File: config.mk
export PLATFORM = sky130hd
export DESIGN_NAME = instr_fetch_unit
export DESIGN_NICKNAME = d
export VERILOG_FILES = /design/src/rtl/fetch_pkg.sv /design/src/rtl/fetch_queue.sv /design/src/rtl/instr_fetch_unit.sv
export SDC_FILE = /design/constraint.sdc
export NUM_CORES = 1
export LEC_CHECK = 0
export CORE_MARGIN = 2
export CORE_UTILIZATION = 57
export DETAILED_ROUTE_END_ITERATION = 6
export HOLD_SLACK_MARGIN = 0.1
export PLACE_DENSITY = 0.81
export SLEW_MARGIN = 20
export SYNTH_ARGS = -nofsm -noshare
export SYNTH_HDL_FRONTEND = slang
export SYNTH_SLANG_ARGS = --single-unit
File: constraint.sdc
create_clock -name clk -period 3.6 [get_ports clk]
set_clock_uncertainty 0.05 [all_clocks]
set_input_delay 0.72 -clock clk [delete_from_list [all_inputs] [get_ports clk]]
set_output_delay 0.72 -clock clk [all_outputs]
set_load 0.01 [all_outputs]
File: src/rtl/fetch_pkg.sv
// Shared defaults and types for the instruction fetch front end.
package fetch_pkg;

  localparam int ADDR_W_DEF = 8;
  localparam int DATA_W_DEF = 32;
  localparam int PC_STEP = 4;
  localparam logic [7:0] RESET_PC_DEF = 8'h00;

  typedef struct packed {
    logic [ADDR_W_DEF-1:0] pc;
    logic [DATA_W_DEF-1:0] data;
  } fetch_entry_t;

endpackage

File: src/rtl/fetch_queue.sv
// Prefetch FIFO; the head entry is held in registers so decode sees no
// combinational path from pop or flush.
module fetch_queue
  import fetch_pkg::*;
#(
  parameter int DEPTH = 4,
  parameter type entry_t = fetch_entry_t,
  localparam int CNT_W = $clog2(DEPTH + 1),
  localparam int PTR_W = $clog2(DEPTH)
) (
  input  logic             clk,
  input  logic             reset,
  input  logic             push,
  input  entry_t           push_entry,
  input  logic             pop,
  input  logic             flush,
  output logic [CNT_W-1:0] count,
  output logic             head_valid,
  output entry_t           head_entry
);

  entry_t           mem [DEPTH];
  logic [PTR_W-1:0] rd_ptr_reg, rd_ptr_next;
  logic [PTR_W-1:0] wr_ptr_reg, wr_ptr_next;
  logic [CNT_W-1:0] count_reg, count_next;
  logic             head_valid_reg, head_valid_next;
  entry_t           head_entry_reg, head_entry_next;
  logic             pop_ok;

  function automatic logic [PTR_W-1:0] ptr_inc(input logic [PTR_W-1:0] p);
    return (p == PTR_W'(DEPTH - 1)) ? '0 : p + 1'b1;
  endfunction

  assign pop_ok = pop && head_valid_reg;

  always_comb begin
    rd_ptr_next     = rd_ptr_reg;
    wr_ptr_next     = wr_ptr_reg;
    count_next      = count_reg;
    head_valid_next = head_valid_reg;
    head_entry_next = head_entry_reg;
    if (flush) begin
      rd_ptr_next     = '0;
      wr_ptr_next     = '0;
      count_next      = '0;
      head_valid_next = 1'b0;
      head_entry_next = '0;
    end else begin
      if (push) wr_ptr_next = ptr_inc(wr_ptr_reg);
      if (pop_ok) rd_ptr_next = ptr_inc(rd_ptr_reg);
      count_next      = count_reg + CNT_W'(push) - CNT_W'(pop_ok);
      head_valid_next = (count_next != '0);
      // The pushed word becomes the head when it is the only entry left.
      if (push && (count_reg == '0 || (pop_ok && count_reg == CNT_W'(1))))
        head_entry_next = push_entry;
      else if (pop_ok && count_reg > CNT_W'(1))
        head_entry_next = mem[rd_ptr_next];
    end
  end

  always_ff @(posedge clk) begin
    if (push && !flush) mem[wr_ptr_reg] <= push_entry;
  end

  always_ff @(posedge clk or posedge reset) begin
    if (reset) begin
      rd_ptr_reg     <= '0;
      wr_ptr_reg     <= '0;
      count_reg      <= '0;
      head_valid_reg <= 1'b0;
      head_entry_reg <= '0;
    end else begin
      rd_ptr_reg     <= rd_ptr_next;
      wr_ptr_reg     <= wr_ptr_next;
      count_reg      <= count_next;
      head_valid_reg <= head_valid_next;
      head_entry_reg <= head_entry_next;
    end
  end

  assign count      = count_reg;
  assign head_valid = head_valid_reg;
  assign head_entry = head_entry_reg;

endmodule

File: src/rtl/instr_fetch_unit.sv
// Fetch PC, credit-based request issue to a synchronous-read IMEM, and
// redirect handling in front of the prefetch queue.
module instr_fetch_unit
  import fetch_pkg::*;
#(
  parameter int ADDR_W = ADDR_W_DEF,
  parameter int DATA_W = DATA_W_DEF,
  parameter int DEPTH = 4,
  parameter logic [ADDR_W-1:0] RESET_PC = ADDR_W'(RESET_PC_DEF)
) (
  input  logic              clk,
  input  logic              reset,
  output logic              imem_req,
  output logic [ADDR_W-1:0] imem_addr,
  input  logic [DATA_W-1:0] imem_rdata,
  input  logic              redirect_valid,
  input  logic [ADDR_W-1:0] redirect_pc,
  output logic              instr_valid,
  input  logic              instr_ready,
  output logic [DATA_W-1:0] instr_data,
  output logic [ADDR_W-1:0] instr_pc,
  output logic [ADDR_W-1:0] fetch_pc
);

  localparam int CNT_W = $clog2(DEPTH + 1);

  typedef struct packed {
    logic [ADDR_W-1:0] pc;
    logic [DATA_W-1:0] data;
  } entry_t;

  logic [ADDR_W-1:0] fpc_reg;
  logic [ADDR_W-1:0] req_addr_reg;
  logic              inflight_reg;
  logic [CNT_W-1:0]  q_count;
  logic [CNT_W:0]    pending;
  logic              credit_ok;
  logic              push;
  logic              pop;
  logic [ADDR_W-1:0] redirect_aligned;
  entry_t            push_entry;
  entry_t            head_entry;

  // A pop this cycle is not credited, so a push can never land on a full queue.
  assign pending   = {1'b0, q_count} + {{CNT_W{1'b0}}, inflight_reg};
  assign credit_ok = pending < (CNT_W + 1)'(DEPTH);
  assign imem_req  = !reset && !redirect_valid && credit_ok;
  assign imem_addr = fpc_reg;
  assign fetch_pc  = fpc_reg;

  assign redirect_aligned = redirect_pc & ~ADDR_W'(3);

  always_ff @(posedge clk or posedge reset) begin
    if (reset) begin
      fpc_reg      <= RESET_PC;
      req_addr_reg <= '0;
      inflight_reg <= 1'b0;
    end else begin
      inflight_reg <= imem_req;
      if (imem_req) req_addr_reg <= fpc_reg;
      if (redirect_valid) fpc_reg <= redirect_aligned;
      else if (imem_req) fpc_reg <= fpc_reg + ADDR_W'(PC_STEP);
    end
  end

  assign push            = inflight_reg && !redirect_valid;
  assign pop             = instr_valid && instr_ready;
  assign push_entry.pc   = req_addr_reg;
  assign push_entry.data = imem_rdata;

  fetch_queue #(
    .DEPTH   (DEPTH),
    .entry_t (entry_t)
  ) u_queue (
    .clk        (clk),
    .reset      (reset),
    .push       (push),
    .push_entry (push_entry),
    .pop        (pop),
    .flush      (redirect_valid),
    .count      (q_count),
    .head_valid (instr_valid),
    .head_entry (head_entry)
  );

  assign instr_pc   = head_entry.pc;
  assign instr_data = head_entry.data;

endmodule
Word-level counts from Yosys, hierarchy flattened
Memories as Yosys holds them, arrays and structs flattened.
Cells that the tools add are included.
{"block": "totals", "register_bits": 65, "romBits": 0, "inputBits": 44, "latch_bits": 0, "n_memories": 1, "out_inout_bits": 58, "mem_bits_rw": 160, "word_cells": 54}
{"memory": "u_queue.mem", "words": 4, "width": 40, "rd": 1, "rd_ports_with_merged_regs": 0, "write_ports": 1, "line_no": "fetch_queue.sv:22", "source": "entry_t mem [DEPTH];"}
{"block": "op_classes", "eq_ne": 3, "n_addsub": 6, "shifts": 0, "magnitude_cmp": 2, "div": 0, "reduce_logical": 17, "n_mul": 0, "muxes": 16, "bitwise_logic": 0}
{"operator": "40-bit 2-to-1 mux", "count": 3}
{"operator": "8-bit 2-to-1 mux", "count": 2}
{"operator": "2-bit 2-to-1 mux", "count": 7}
{"operator": "1-bit logical AND", "count": 9}
{"operator": "8-bit by 3-bit adder with 8-bit output, second input constant", "count": 1}
{"operator": "3-bit nonzero test", "count": 2}
{"operator": "2-bit by 1-bit adder with 2-bit output, second input constant", "count": 2}
{"operator": "3-bit by 1-bit adder with 4-bit output", "count": 1}
{"operator": "2-bit == test, second input constant", "count": 2}
{"operator": "4-bit by 3-bit < comparator with 1-bit output, second input constant", "count": 1}
{"operator": "2-bit nonzero test", "count": 2}
{"operator": "3-bit by 1-bit adder with 3-bit output", "count": 1}
{"operator": "3-bit by 1-bit == test with 1-bit output, second input constant", "count": 1}
{"operator": "3-bit by 1-bit greater-than comparator with 1-bit output, second input constant", "count": 1}
{"operator": "3-bit zero test", "count": 1}
{"operator": "1-bit 2-to-1 mux", "count": 3}
{"operator": "3-bit 2-to-1 mux", "count": 1}
{"operator": "3-bit by 1-bit subtractor with 3-bit output", "count": 1}
{"operator": "1-bit zero test", "count": 2}
{"operator": "1-bit logical OR", "count": 1}

Depth between registers and ports, before layout
Gate-level depths: netlist of run 1.
An unclocked memory read counts as a cell.
{"block": "logic_depth", "ltp_word": 8, "mapped_depth": 9, "ltp_nobuf": 7}

By module
A second synthesis of run 1 with hierarchy kept.
{"block": "hier_totals", "hier_cells": 755, "hier_area_um2": 10478.8}
{"mod": "fetch_queue", "instances": 1, "seq_area_each_um2": 6005.8, "area_each_um2": 9779.4, "cells_each": 681}
{"mod": "instr_fetch_unit", "instances": 1, "seq_area_each_um2": 325.3, "area_each_um2": 699.4, "cells_each": 74}

Worst setup path after synthesis of run 1
No wires, ideal clock.
{"block": "synth_path", "path_type": "input-to-reg", "start": "input port redirect_valid", "end": "memory u_queue.mem[3][0] in the netlist's numbering, enable pin", "arrival_time_ns": 2.079, "slack_ns": 1.072, "required_ns": 3.151, "path_stages": 3, "setup_time_ns": 0.399, "path_buffers": 1, "cell_sequence": "buf_6 nor2b_1 and2_1"}
{"block": "synth_via", "elab_chain_cells": 5}
{"item": "from (decl)", "line_no": "instr_fetch_unit.sv:16", "source": "input logic redirect_valid,"}
{"item": "1-bit zero test (*)", "line_no": "fetch_queue.sv:62, instr_fetch_unit.sv:66"}
{"item": "1-bit logical AND", "line_no": "instr_fetch_unit.sv:66", "source": "assign push = inflight_reg && !redirect_valid;"}
{"item": "1-bit logical AND (*)", "line_no": "fetch_queue.sv:62", "source": "if (push && !flush) mem[wr_ptr_reg] <= push_entry;"}
{"item": "1-bit 2-to-1 mux (*)", "line_no": "fetch_queue.sv:62"}
{"item": "1-bit 2-to-1 mux (not written as such) (*)", "line_no": "fetch_queue.sv:62"}
{"item": "to (decl)", "line_no": "fetch_queue.sv:22"}
Every way passes the cells marked *; elsewhere a longest branch is shown, timed or not.

Worst setup path in the final report of run 1
{"block": "layout_path", "start": "register u_queue.count_reg[1], in the netlist u_queue.count[1]", "end": "output port imem_req"}
{"block": "layout_via", "elab_chain_cells": 3}
{"item": "from (decl)", "line_no": "fetch_queue.sv:25", "source": "logic [CNT_W-1:0] count_reg, count_next;"}
{"item": "from (signal assigned)", "line_no": "fetch_queue.sv:75", "source": "count_reg <= count_next;"}
{"item": "3-bit by 1-bit adder with 4-bit output", "line_no": "instr_fetch_unit.sv:45", "source": "assign pending = {1'b0, q_count} + {{CNT_W{1'b0}}, inflight_reg};"}
{"item": "4-bit by 3-bit < comparator with 1-bit output", "line_no": "instr_fetch_unit.sv:46", "source": "assign credit_ok = pending < (CNT_W + 1)'(DEPTH);"}
{"item": "1-bit logical AND", "line_no": "instr_fetch_unit.sv:47", "source": "assign imem_req = !reset && !redirect_valid && credit_ok;"}
{"item": "to (decl)", "line_no": "instr_fetch_unit.sv:13", "source": "output logic imem_req,"}
Every way passes these cells.

==> impl_metrics.json, run 1 <==
{
  "status": "complete, but fails checks",
  "violations": "DRC",
  "fin_crit_sh": 0.938,
  "relSlewSlack": 0.431,
  "hold_violations": 0,
  "clock_latency_ps": 490,
  "max_stage_delay_ps": 530,
  "synth_edf_count": 152,
  "htree_levels": 1,
  "peakVddDrop_v": 0.000417,
  "post-place-ws_ps": 550,
  "io_pins": 102,
  "syn_area_um2": 8790,
  "async_reset_ff_frac": 0.283,
  "worstMarginPinSlew_ps": 853,
  "rows": 45,
  "cp_slowest_cell": "clkdlybuf4s50_1",
  "clock-sinks": 212,
  "worstHoldPathType": "flip-flop to flip-flop",
  "worstPathMaxFanout": 8,
  "total_power_w": 0.00665,
  "critical_path_class": "flip-flop to primary output",
  "area_growth_pct": 20.0,
  "cts_resized": 0,
  "hpwl_um": 10800,
  "grt_overflow": 0,
  "cp.required_ps": 2830,
  "drv_cap": 0,
  "fin_nets": 737,
  "track_usage": 0.235,
  "root_buffer": "clkbuf_16",
  "antenna_cells": 0,
  "grt_pass1_wl_um": 29900,
  "drive_above_1_share": 0.0862,
  "holdPathStages": 0,
  "postCtsSetupRepairBufs": 0,
  "yosys_warnings": 0,
  "finalSetupTns_ps": 0,
  "die-height_um": 128,
  "final_max_slew_viol_count": 0,
  "worstHoldStart": "req_addr_reg[4]$_DFFE_PP0P_",
  "fillCellCount": 989,
  "ys_seq_area_frac": 0.690,
  "multi_input_area_um2": 2380,
  "ant_nets": 0,
  "gp_congestion": 0.784,
  "start_util": 0.581,
  "synth_cell_types": 46,
  "ff2ff_setup_slack_ps": 1080,
  "final_common_cell": "edfxtp_1",
  "viasPerCell": 6.25,
  "fin_crit_ps": 3380,
  "end_kind": "primary output",
  "die_area_um2": 16400,
  "largest_reg_flops": 152,
  "fmax_mhz": 296,
  "cts_buffers": 21,
  "die_w_um": 128,
  "synth_seq_cells": 212,
  "p_leak_nw": 4.30,
  "clkTransAtPathRegs_ps": 60,
  "drtIter0Drc": 554,
  "crit_chain": "ha_1 > and3b_1 > a32oi_1 > or3_1 > clkinv_1 > clkdlybuf4s50_1",
  "mostFrequentLayoutCells": "edfxtp_1 (152), clkdlybuf4s50_1 (95), mux2i_1 (79)",
  "wl_per_cell_um": 21.7,
  "hold_slack_ps": 498,
  "core-area_um2": 15100,
  "avgSynthCellArea_um2": 14.9,
  "io_buffers": 95,
  "grt_pass1_vias": 5756,
  "reg2reg_depth": 7,
  "antenna_found_initial": 1,
  "rsz0062_at_grt": "false",
  "r2r_end": "fetch_pc[7]$_DFFE_PP0P_",
  "drt_pass1_iterations": 7,
  "holdBufCountCts": 0,
  "whs_endpoint": "u_queue.mem[3][36]$_DFFE_PP_",
  "setup_viol": 0,
  "routed_wirelength_um": 19200,
  "regArea_um2": 6070,
  "cp.arrival_ps": 2610,
  "vias": 5525,
  "reg2reg_from": "u_queue.count[1]$_DFF_PP0_",
  "drcViolationCount": 5,
  "start_kind": "flip-flop",
  "p_per_area_nw_per_um2": 631,
  "finalWorstSetupSlack_ps": 222,
  "ys.flop_type": "edfxtp_1",
  "grt_max_degree": 63,
  "synthCells": 591,
  "clock_path_buffers": 3,
  "cts_tree": "done"
}
synth_stat cells (2+ instances only):
library cell,number,area share
a31oi_1,34,0.024
nand2_2,2,0.0014
o21ai_1,2,0.0011
buf_2,8,0.0046
and2_1,4,0.0028
nor2_1,12,0.0051
nand2_1,24,0.010
buf_8,2,0.0034
a21oi_1,6,0.0034
xnor2_1,3,0.0030
buf_6,8,0.010
buf_4,14,0.012
dfrtp_1,60,0.17
o22a_1,38,0.038
inv_1,9,0.0038
o22ai_1,6,0.0043
nand3_1,3,0.0017
edfxtp_1,152,0.52
clkbuf_1,17,0.0073
o21ai_0,69,0.039
ha_1,10,0.014
o311ai_0,6,0.0060
mux2i_1,79,0.090
per-layer routing:
metal  vias up  wire length (um)  track usage
met5         -                 0            0
met4         0               309       0.0756
met3        27              1370       0.0384
met2       253              9950        0.404
met1      2798              7580        0.307
li1       2447                 -            -
per-stage QoR:
step	utilization	instances	instance area [um^2]
6_report	0.697	884	10600
5_1_grt	0.697	884	10600
4_1_cts	0.697	884	10600
3_5_place_dp	0.656	847	9930
3_3_place_gp	0.656	847	9930
2_1_floorplan	-	594	8800
report_power, final:
part           switching, W  total, W  leakage [nW]  internal [W]
Sequential         0.000181   0.00304          2.17       0.00286
Combinational      0.000874   0.00163          1.82      0.000756
Clock              0.000847   0.00199         0.307       0.00114
worst max-delay path: cells and delay by family, from the launching register on:
kind                       cells  cell delay [ps]
and+or+nand+nor                2              630
buffers and inverters          2              600
DFF                            1              470
adders and majority gates      1              250
AOI/OAI and AO/OA              1              170
cells by family (layout without fill, tap and decap cells):
group | Yosys count | after routing | synth area share
AOI/OAI and AO/OA | 170 | 170 | 0.127
xor gates and xnor gates | 3 | 3 | 0.00299
adders and majority gates | 11 | 11 | 0.0165
buffers and inverters | 59 | 161 | 0.0417
DFF | 212 | 212 | 0.690
muxes | 81 | 81 | 0.0928
other | 1 | 4 | 0.000427
and+or+nand+nor | 54 | 54 | 0.0286
area by class of cell:
type,instances,share of cell area
timing repair buffer,114,0.114
clock buffer,33,0.0569
multi-input combinational,323,0.226
inverter,10,0.00356
clock inverter,4,0.00190
sequential,212,0.575
tap,188,0.0223
worst max path at each step:
| stage | startpoint | endpoint | slack, ps | depth (start not counted) |
|---|---|---|---|---|
| floorplan | redirect_valid | u_queue.mem[3][0]$_DFFE_PP_ | 1070 | 3 |
| global placement | redirect_valid | imem_req | 580 | 4 |
| detailed placement | redirect_valid | u_queue.head_entry[21]$_DFFE_PP0P_ | 550 | 8 |
| CTS | u_queue.count[1]$_DFF_PP0_ | imem_req | 210 | 6 |
| global route | u_queue.count[1]$_DFF_PP0_ | imem_req | 90 | 6 |
| finish | u_queue.count[1]$_DFF_PP0_ | imem_req | 220 | 6 |
Power figures use the tool's default switching activity.
==> inputs of run 2 (changes only) <==
Settings changed: CTS_BUF_LIST from default to sky130_fd_sc_hd__clkbuf_4 sky130_fd_sc_hd__clkbuf_8, SLEW_MARGIN 20 to default.
==> impl_metrics.json, run 2 (synthesis gave the netlist of run 1 again) <==
{
  "cts_resized": 0,
  "cp.arrival_ps": 2640,
  "post-place-ws_ps": 550,
  "finalWorstSetupSlack_ps": 195,
  "worstPathMaxFanout": 8,
  "rsz0062_at_grt": "false",
  "clkTransAtPathRegs_ps": 60,
  "track_usage": 0.245,
  "viasPerCell": 6.23,
  "cp.required_ps": 2830,
  "combPwrFrac": 0.240,
  "internal_power_w": 0.00491,
  "vias": 5660,
  "cts_tree": "done",
  "io_pins": 102,
  "postCtsSetupRepairBufs": 0,
  "core-area_um2": 15100,
  "ant_nets": 0,
  "worstMarginPinSlew_ps": 884,
  "p_leak_nw": 4.39,
  "final_common_cell": "edfxtp_1",
  "clkPwrFrac": 0.318,
  "worstHoldPathType": "flip-flop to flip-flop",
  "p_switching_w": 0.00196,
  "antenna_cells": 0,
  "fin_crit_sh": 0.946,
  "grt_pass1_wl_um": 30800,
  "finalSetupTns_ps": 0,
  "p_per_area_nw_per_um2": 644,
  "setup_viol": 0,
  "die-height_um": 128,
  "holdBufCountCts": 0,
  "grt_overflow": 0,
  "start_util": 0.581,
  "clock_latency_ps": 500,
  "p_sw_frac": 0.285,
  "grt_max_degree": 63,
  "cts_buffers": 34,
  "critical_path_class": "flip-flop to primary output",
  "fillCellCount": 975,
  "regArea_um2": 6070,
  "seqPwrFrac": 0.443,
  "multi_input_area_um2": 2380,
  "wl_per_cell_um": 21.8,
  "clock-sinks": 212,
  "end_kind": "primary output",
  "status": "finished clean",
  "drtIter0Drc": 417,
  "fmax_mhz": 294,
  "grt_pass1_vias": 5901,
  "mostFrequentLayoutCells": "edfxtp_1 (152), clkdlybuf4s50_1 (95), mux2i_1 (79)",
  "gp_congestion": 0.784,
  "hold_violations": 0,
  "htree_levels": 2,
  "largest_reg_flops": 152,
  "fin_nets": 750,
  "drt_pass1_iterations": 5,
  "start_kind": "flip-flop",
  "fin_crit_ps": 3410,
  "io_buffers": 95,
  "root_buffer": "clkbuf_8",
  "area_growth_pct": 21.3,
  "drv_cap": 0,
  "final_max_slew_viol_count": 0,
  "antenna_found_initial": 1,
  "clock_path_buffers": 3,
  "peakVddDrop_v": 0.000413,
  "drcViolationCount": 0,
  "routed_wirelength_um": 19800,
  "die_area_um2": 16400,
  "drive_above_1_share": 0.128,
  "die_w_um": 128,
  "rows": 45,
  "relSlewSlack": 0.410,
  "hpwl_um": 10800
}
run 2: stage by stage:
step	total power (W)	instances	hold WS (ps)	cell area, um^2	util
3_3_place_gp	0.00465	847	463	9930	0.656
6_report	0.00687	909	498	10700	0.704
3_5_place_dp	0.00471	847	482	9930	0.656
5_1_grt	0.00715	909	533	10700	0.704
2_1_floorplan	0.00406	594	446	8800	-
4_1_cts	0.00689	909	498	10700	0.704
run 2: final timing paths:
kind	slack, ps	from	depth (start not counted)	to
max	190	u_queue.count[1]$_DFF_PP0_	6	imem_req
min	500	req_addr_reg[5]$_DFFE_PP0P_	0	u_queue.mem[3][37]$_DFFE_PP_
max reg2reg	1050	u_queue.count[1]$_DFF_PP0_	7	fetch_pc[7]$_DFFE_PP0P_
min reg2reg	500	req_addr_reg[5]$_DFFE_PP0P_	0	u_queue.mem[3][37]$_DFFE_PP_
max in group asynchronous	2090	reset	3	u_queue.head_entry[1]$_DFFE_PP0P_
min in group asynchronous	750	reset	2	fetch_pc[2]$_DFFE_PP0P_
run 2: per-layer routing:
metal / vias to the layer above / wire, um / GRT usage
met4: 0 / 342 / 0.0944
met2: 259 / 10200 / 0.416
li1: 2490 / - / -
met1: 2874 / 7780 / 0.312
met5: - / 0 / 0
met3: 37 / 1430 / 0.0518
run 2: layout make-up:
class                      count  area share
sequential                   212       0.569
multi-input combinational    323       0.224
timing repair buffer         114       0.113
clock buffer                  57      0.0618
tap                          188      0.0221
clock inverter                 5     0.00681
inverter                      10     0.00352
run 2: critical path, cell delays in order, from the launching register on:
cell and delay, ps:
dfrtp_1 470, ha_1 260, and3b_1 240, a32oi_1 180, or3_1 400, clkinv_1 70
clkdlybuf4s50_1 530
run 2: power groups by stage:
stage	logic, W	registers [W]	clock network (W)
6_report	0.00164	0.00304	0.00218
5_1_grt	0.00177	0.00306	0.00232
4_1_cts	0.00164	0.00304	0.00221
3_5_place_dp	0.00163	0.00308	0
3_3_place_gp	0.00159	0.00306	0
2_1_floorplan	0.000976	0.00309	0
==> inputs of run 3 (changes only) <==
--- a/config.mk
+++ b/config.mk
@@ -8,7 +8,8 @@
 export CORE_MARGIN = 2
-export CORE_UTILIZATION = 57
+export CORE_UTILIZATION = 50
 export CTS_BUF_LIST = sky130_fd_sc_hd__clkbuf_4 sky130_fd_sc_hd__clkbuf_8
+export CTS_CLUSTER_SIZE = 10
 export DETAILED_ROUTE_END_ITERATION = 6
 export HOLD_SLACK_MARGIN = 0.1
-export PLACE_DENSITY = 0.81
+export PLACE_DENSITY = 0.72
 export SYNTH_ARGS = -nofsm -noshare
--- a/constraint.sdc
+++ b/constraint.sdc
@@ -4,2 +4,2 @@
 set_output_delay 0.72 -clock clk [all_outputs]
-set_load 0.01 [all_outputs]
+set_load 0.02 [all_outputs]
==> impl_metrics.json, run 3 (synthesis gave the netlist of run 1 again) <==
{
  "worstMarginPinSlew_ps": 701,
  "hpwl_um": 10900,
  "area_growth_pct": 21.0,
  "start_kind": "flip-flop",
  "p_leak_nw": 4.36,
  "setup_viol": 0,
  "worstHoldPathType": "flip-flop to flip-flop",
  "end_kind": "primary output",
  "grt_overflow": 0,
  "io_pins": 102,
  "status": "finished clean",
  "combPwrFrac": 0.266,
  "p_sw_frac": 0.303,
  "finalWorstSetupSlack_ps": 512,
  "fmax_mhz": 324,
  "p_per_area_nw_per_um2": 625,
  "worstPathMaxFanout": 8,
  "final_util": 0.617,
  "fin_nets": 752,
  "antenna_found_initial": 0,
  "htree_levels": 1,
  "fillCellCount": 1269,
  "clock_latency_ps": 550,
  "ant_nets": 0,
  "clkPwrFrac": 0.277,
  "dp_cells": 889,
  "hold_slack_ps": 499,
  "fin_crit_ps": 3090,
  "rows": 48,
  "cp.arrival_ps": 2320,
  "p_switching_w": 0.00201,
  "cp.required_ps": 2830,
  "clkTransAtPathRegs_ps": 60,
  "grt_pass1_vias": 5480,
  "largest_reg_flops": 152,
  "relSlewSlack": 0.532,
  "vias": 5407,
  "rsz0062_at_grt": "false",
  "seqPwrFrac": 0.457,
  "grt_pass1_wl_um": 29100,
  "critical_path_class": "flip-flop to primary output",
  "drv_cap": 0,
  "grt_max_degree": 39,
  "die-height_um": 137,
  "viasPerCell": 5.71,
  "start_util": 0.510,
  "hold_violations": 0,
  "clock_path_buffers": 3,
  "internal_power_w": 0.00463,
  "root_buffer": "clkbuf_8",
  "track_usage": 0.205,
  "cts_buffers": 31,
  "cts_tree": "done",
  "die_w_um": 137,
  "gp_congestion": 0.731,
  "core-area_um2": 17200,
  "drtIter0Drc": 364,
  "final_common_cell": "edfxtp_1",
  "die_area_um2": 18700,
  "finalNonFillerCells": 947,
  "holdBufCountCts": 0,
  "drcViolationCount": 0,
  "drt_pass1_iterations": 5,
  "post-place-ws_ps": 421,
  "mostFrequentLayoutCells": "edfxtp_1 (152), clkdlybuf4s50_1 (94), mux2i_1 (79)",
  "final_max_slew_viol_count": 0,
  "drive_above_1_share": 0.119,
  "finalSetupTns_ps": 0,
  "routed_wirelength_um": 19200,
  "wl_per_cell_um": 20.3,
  "fin_crit_sh": 0.858,
  "io_buffers": 95,
  "peakVddDrop_v": 0.000307,
  "clock-sinks": 212
}
[run 3: cell count changes in the layout (fill, tap and decap cells not counted), sizes merged]
cell           change
buf                +5
clkinv             +7
clkbuf            -10
dlymetal6s2s       +1
clkdlybuf4s50      -1
diode              +1
bufinv             -2
[run 3: timing repair]
item | 4_1_cts | 5_1_grt
hold endpoints to repair | 0 | 0
setup endpoints to repair | 0 | 1
gates resized for setup | 0 | 1
setup buffers | 0 | 0
[run 3: per-stage QoR]
step                area [um^2]  total power, W
finish                    10600         0.00665
detailed placement        10000         0.00485
CTS                       10600         0.00669
global route              10600         0.00695
floorplan                  8800         0.00417
global placement          10000         0.00481
[run 3: cell type report]
class,count,area (um^2),area share
flip-flops and latches,212,6070,0.570
multi-input cells,323,2380,0.224
repair buffers,119,1260,0.118
clock buffers,47,566,0.0532
well taps,225,282,0.0265
clock inverters,10,40.0,0.00376
inverters,10,37.5,0.00353
diodes,1,2.50,0.000235
[run 3: path summary, 6_finish.rpt]
| kind | start | to | slack, ps | cells past startpoint |
|---|---|---|---|---|
| min reg2reg | fetch_pc[7]$_DFFE_PP0P_ | req_addr_reg[7]$_DFFE_PP0P_ | 500 | 2 |
| max | u_queue.count[1]$_DFF_PP0_ | imem_req | 510 | 6 |
| max in group asynchronous | reset | u_queue.rd_ptr_reg[0]$_DFF_PP0_ | 2070 | 3 |
| max reg2reg | u_queue.count[1]$_DFF_PP0_ | fetch_pc[7]$_DFFE_PP0P_ | 1120 | 7 |
| min in group asynchronous | reset | u_queue.head_entry[34]$_DFFE_PP0P_ | 650 | 2 |
| min | fetch_pc[7]$_DFFE_PP0P_ | req_addr_reg[7]$_DFFE_PP0P_ | 500 | 2 |
[run 3: power groups by stage]
stage	Combinational, W	Sequential, W	Clock, W
2_1_floorplan	0.000987	0.00318	0
3_3_place_gp	0.00175	0.00307	0
3_5_place_dp	0.00177	0.00308	0
4_1_cts	0.00178	0.00303	0.00188
5_1_grt	0.00190	0.00306	0.00199
6_report	0.00177	0.00303	0.00184
[run 3: per-layer routing]
metal	track usage	part of all wire
met5	0	0
met4	0.0613	0.016
met3	0.0356	0.068
met2	0.354	0.51
met1	0.266	0.41
[run 3: worst max-delay path: stages, from the launching register on]
cell and delay, ps:
dfrtp_1 470, ha_1 250, and3b_1 210, a32oi_1 170, or3_1 380, clkinv_1 70, dlymetal6s2s_1 220
==> RTL change 1, RTL diff (flow settings as in run 2) <==
Set the package constant `ADDR_W_DEF` to 9 (it was 8).
--- a/src/rtl/fetch_pkg.sv
+++ b/src/rtl/fetch_pkg.sv
@@ -3,3 +3,3 @@
 
-  localparam int ADDR_W_DEF = 8;
+  localparam int ADDR_W_DEF = 9;
   localparam int DATA_W_DEF = 32;
Interface: changed (resized fetch_pc, imem_addr, instr_pc and redirect_pc); port bits go from 102 to 106. The function was not compared with the original's and may differ.
==> RTL change 1 against run 2 <==
  * Final area rose by 10%
  * Sequential share of layout area fell by 3.5 points
  * Sequential cell count rose by 7
  * Power fell by 1.8%
  * Synthesized area rose by 11%
  * Utilization fell by 0.17 points
  * Routed wire length rose by 21%
  * Worst setup slack improved by 0.056 ns
  * Critical path type unchanged
  * Critical endpoint unchanged
==> RTL change 1: results (changes against run 2) <==
Share of layout cells above drive strength 1: 0.1347 (was 0.1276)
Share of async-settable or async-resettable flops after synthesis: 0.2877 (was 0.2830)
Slowest Stage Delay on Critical Path: 0.48 ns (was 0.53 ns)
Fillers: 1100 (was 975)
Initial antenna violation count: 0 (was 1)
CP max stage cell: dfrtp_1 (was clkdlybuf4s50_1)
Synth cell count leaders: edfxtp_1, a21boi_0, and3_1 (was edfxtp_1, mux2i_1, o21ai_0)
Nets: 890 (was 750)
Vias in the first global route: 7064 (was 5901)
Status: finished clean (unchanged)
CP top delay family: buffers and inverters (was simple AND/OR/NAND/NOR gates)
Final HPWL from detailed placement: 13270 um (was 10790 um)
Pin count of the biggest net entering global routing: 81 (was 63)
GRT Total Usage: 0.2581 (was 0.2452)
Via density: 6.484 (was 6.227)
Wire length on met1: 9298 um (was 7784 um)
Largest cells by area after synthesis: edfxtp_1, dfrtp_1, a21boi_0 (was edfxtp_1, dfrtp_1, mux2i_1)
Max-Slew Margin vs Limit: 0.1695 (was 0.4101)
VDD IR max: 0.3215 mV (was 0.4134 mV)
Met2 routed WL: 12220 um (was 10230 um)
Min-delay worst type: reg2reg (unchanged)
GPL Wtd Cong: 0.7919 (was 0.7840)
Sequential area share after synthesis: 0.6396 (was 0.6899)
Comb power frac: 0.221 (was 0.240)
Critical path arrival: 2.58 ns (was 2.64 ns)
Sequential power: 3.09 mW (was 3.04 mW)
Area post-placement: 11000 sq um (was 9930 sq um)
Detail Route met3 WL: 1962 um (was 1428 um)
Detailed Route Iter0 Violations: 764 (was 417)
CP max FO: 9 (was 8)
First-pass GRT wire length: 36650 um (was 30840 um)
Tot Pwr: 6.744 mW (was 6.866 mW)
Max reg flops: 156 (was 152)
P_leak: 4.272 nW (was 4.387 nW)
CTS Buf Count: 35 (was 34)
Port Buffers: 99 (was 95)
Global Route met1 Usage: 0.3363 (was 0.3118)
Synth unique cells: 43 (was 46)
M2 GR Usage: 0.4371 (was 0.4161)
Routed wire per std cell: 22.10 um (was 21.77 um)
Met3 usage in global routing: 0.04880 (was 0.05175)
Reg2Reg Depth: 4 (was 7)
Main synth FF type: edfxtp_1 (unchanged)
EDFF count, synth: 156 (was 152)
## RTL change 1: cell types whose count changed after synthesis, sizes merged, moves of 38 or more
cell     before  now
mux2i        80    2
o22a         38    0
a2bb2oi       0   39
clkbuf       17   57
o211ai        1   42
and3          1   79
a21boi        0   79
## RTL change 1: path summary, 6_finish.rpt
check	start	endpoint	slack, ns
worst min-delay path	req_addr_reg[4]	u_queue.mem[3][36]	0.50
worst min register to register	req_addr_reg[4]	u_queue.mem[3][36]	0.50
min in group asynchronous	reset	u_queue.head_entry[0]	0.86
max in group asynchronous	reset	u_queue.count[2]	1.97
worst max-delay path	u_queue.count[1]	imem_req	0.25
worst max register to register	u_queue.count[1]	u_queue.head_entry[3]	0.94
## RTL change 1: metrics by stage
stage          setup slack, ns  cells  utilization
4_1_cts                 0.2492   1081       0.7022
6_report                0.2507   1081       0.7022
5_1_grt                 0.1548   1081       0.7022
3_3_place_gp            0.5939   1018       0.6585
2_1_floorplan            1.059    760            -
3_5_place_dp            0.5447   1018       0.6585
## RTL change 1: final cells by class
class,instances,share of cell area
clock buffer,63,0.06220
inverter,12,0.003841
tap,220,0.02347
sequential,219,0.5339
timing repair buffer,125,0.1093
multi-input combinational,442,0.2674
## RTL change 1: logic make-up (layout without fill, tap and decap cells)
kind of cell / count (synthesis) / count (layout) / share of synthesized area
and+or+nand+nor: 119 / 119 / 0.07260
xor gates and xnor gates: 1 / 1 / 0.0008948
muxes: 9 / 9 / 0.01010
adders and majority gates: 10 / 10 / 0.01355
other: 1 / 4 / 0.0003831
AOI/OAI and AO/OA: 299 / 299 / 0.2159
DFF: 219 / 219 / 0.6396
buffers and inverters: 99 / 200 / 0.04703
==> RTL change 2, RTL diff (config.mk and constraints of run 2) <==
Without the edit above. Make the reset (`reset`) synchronous in 2 clocked blocks.
--- a/src/rtl/fetch_queue.sv
+++ b/src/rtl/fetch_queue.sv
@@ -64,3 +64,3 @@
 
-  always_ff @(posedge clk or posedge reset) begin
+  always_ff @(posedge clk) begin
     if (reset) begin
--- a/src/rtl/instr_fetch_unit.sv
+++ b/src/rtl/instr_fetch_unit.sv
@@ -52,3 +52,3 @@
 
-  always_ff @(posedge clk or posedge reset) begin
+  always_ff @(posedge clk) begin
     if (reset) begin
Check against the original RTL: differs if reset is asserted again (counterexample within 4 cycles, from zero or initial values and one cycle with reset high); with reset held inactive, the same outputs for 10 cycles.
==> RTL change 2 against run 2 <==
  * Synthesized area decreased by 5.7%
  * Global-route usage decreased by 3.7 points
  * Final area decreased by 4.9%
  * Cell count decreased by 13%
  * Via count decreased by 15%
  * Routed wire length decreased by 19%
  * Worst setup slack improved by 0.24 ns
  * Count of clock-buffer cells in the layout decreased by 8
  * First-iteration DRC count increased by 20%
  * Utilization increased by 0.20 points
  * Sequential cell count decreased by 1
  * Critical path type unchanged
Power is not compared: it rests on default switching activity, and its combinational part moved more than twofold at a synthesized area within 25%.
==> RTL change 2: results (changes against run 2) <==
Status: finished clean (unchanged)
Reg2Reg Depth: 4 (was 7)
Adder-cell share of the synthesized area: 0.01902 (was 0.01651)
Detailed Route Iter0 Violations: 499 (was 417)
Post-synthesis compound-gate area fraction: 0.1122 (was 0.1271)
Pin count of the biggest net entering global routing: 39 (was 63)
Post-Synth XOR/XNOR Area: 0.002114 (was 0.002988)
Sequential area share after synthesis: 0.6932 (was 0.6899)
Port Buffers: 93 (was 95)
Cell Count, Final, Fillers Out: 794 (was 909)
GPL Wtd Cong: 0.7787 (was 0.7840)
Synth unique cells: 48 (was 46)
Dpl ws: 0.5661 ns (was 0.5498 ns)
WHS: 0.4813 ns (was 0.4975 ns)
Synth cell count leaders: edfxtp_1, dfxtp_1, mux4_2, o21a_1, o221a_2 (was edfxtp_1, mux2i_1, o21ai_0)
CP max FO: 10 (was 8)
Syn Area/Cell: 17.23 sq um (was 14.88 sq um)
Reg-to-reg startpoint: u_queue.count[2] (was u_queue.count[1])
Worst R2R Setup Slack: 1.24 ns (was 1.05 ns)
GRT Total Usage: 0.2087 (was 0.2452)
Placed Instances: 733 (was 847)
Critical path arrival: 2.39 ns (was 2.64 ns)
Met3 usage in global routing: 0.04253 (was 0.05175)
M2 GR Usage: 0.3404 (was 0.4161)
Hold EP: u_queue.head_entry[17] (was u_queue.mem[3][37])
-- RTL change 2: per-stage QoR --
step / power [mW] / util / area, sq um
after floorplan: 2.856 / - / 8307
after global routing: 5.166 / 0.7059 / 10140
final: 4.993 / 0.7059 / 10140
after CTS: 5.034 / 0.7059 / 10140
after detailed placement: 3.007 / 0.6580 / 9455
after global placement: 2.995 / 0.6580 / 9455
-- RTL change 2: cell type report --
cell class,instances,share of cell area
Clock buffer,49,0.05908
Multi-Input combinational cell,218,0.2287
Timing Repair Buffer,107,0.1095
Sequential cell,211,0.5664
Clock inverter,12,0.008758
Tap cell,184,0.02270
Inverter,13,0.004811
-- RTL change 2: critical path, cell delays in order, from the launching register on --
cell and delay (ns):
dfxtp_1 0.40, ha_1 0.25, or3_1 0.33, o211a_1 0.25, nor2_1 0.14, clkdlybuf4s50_1 0.55
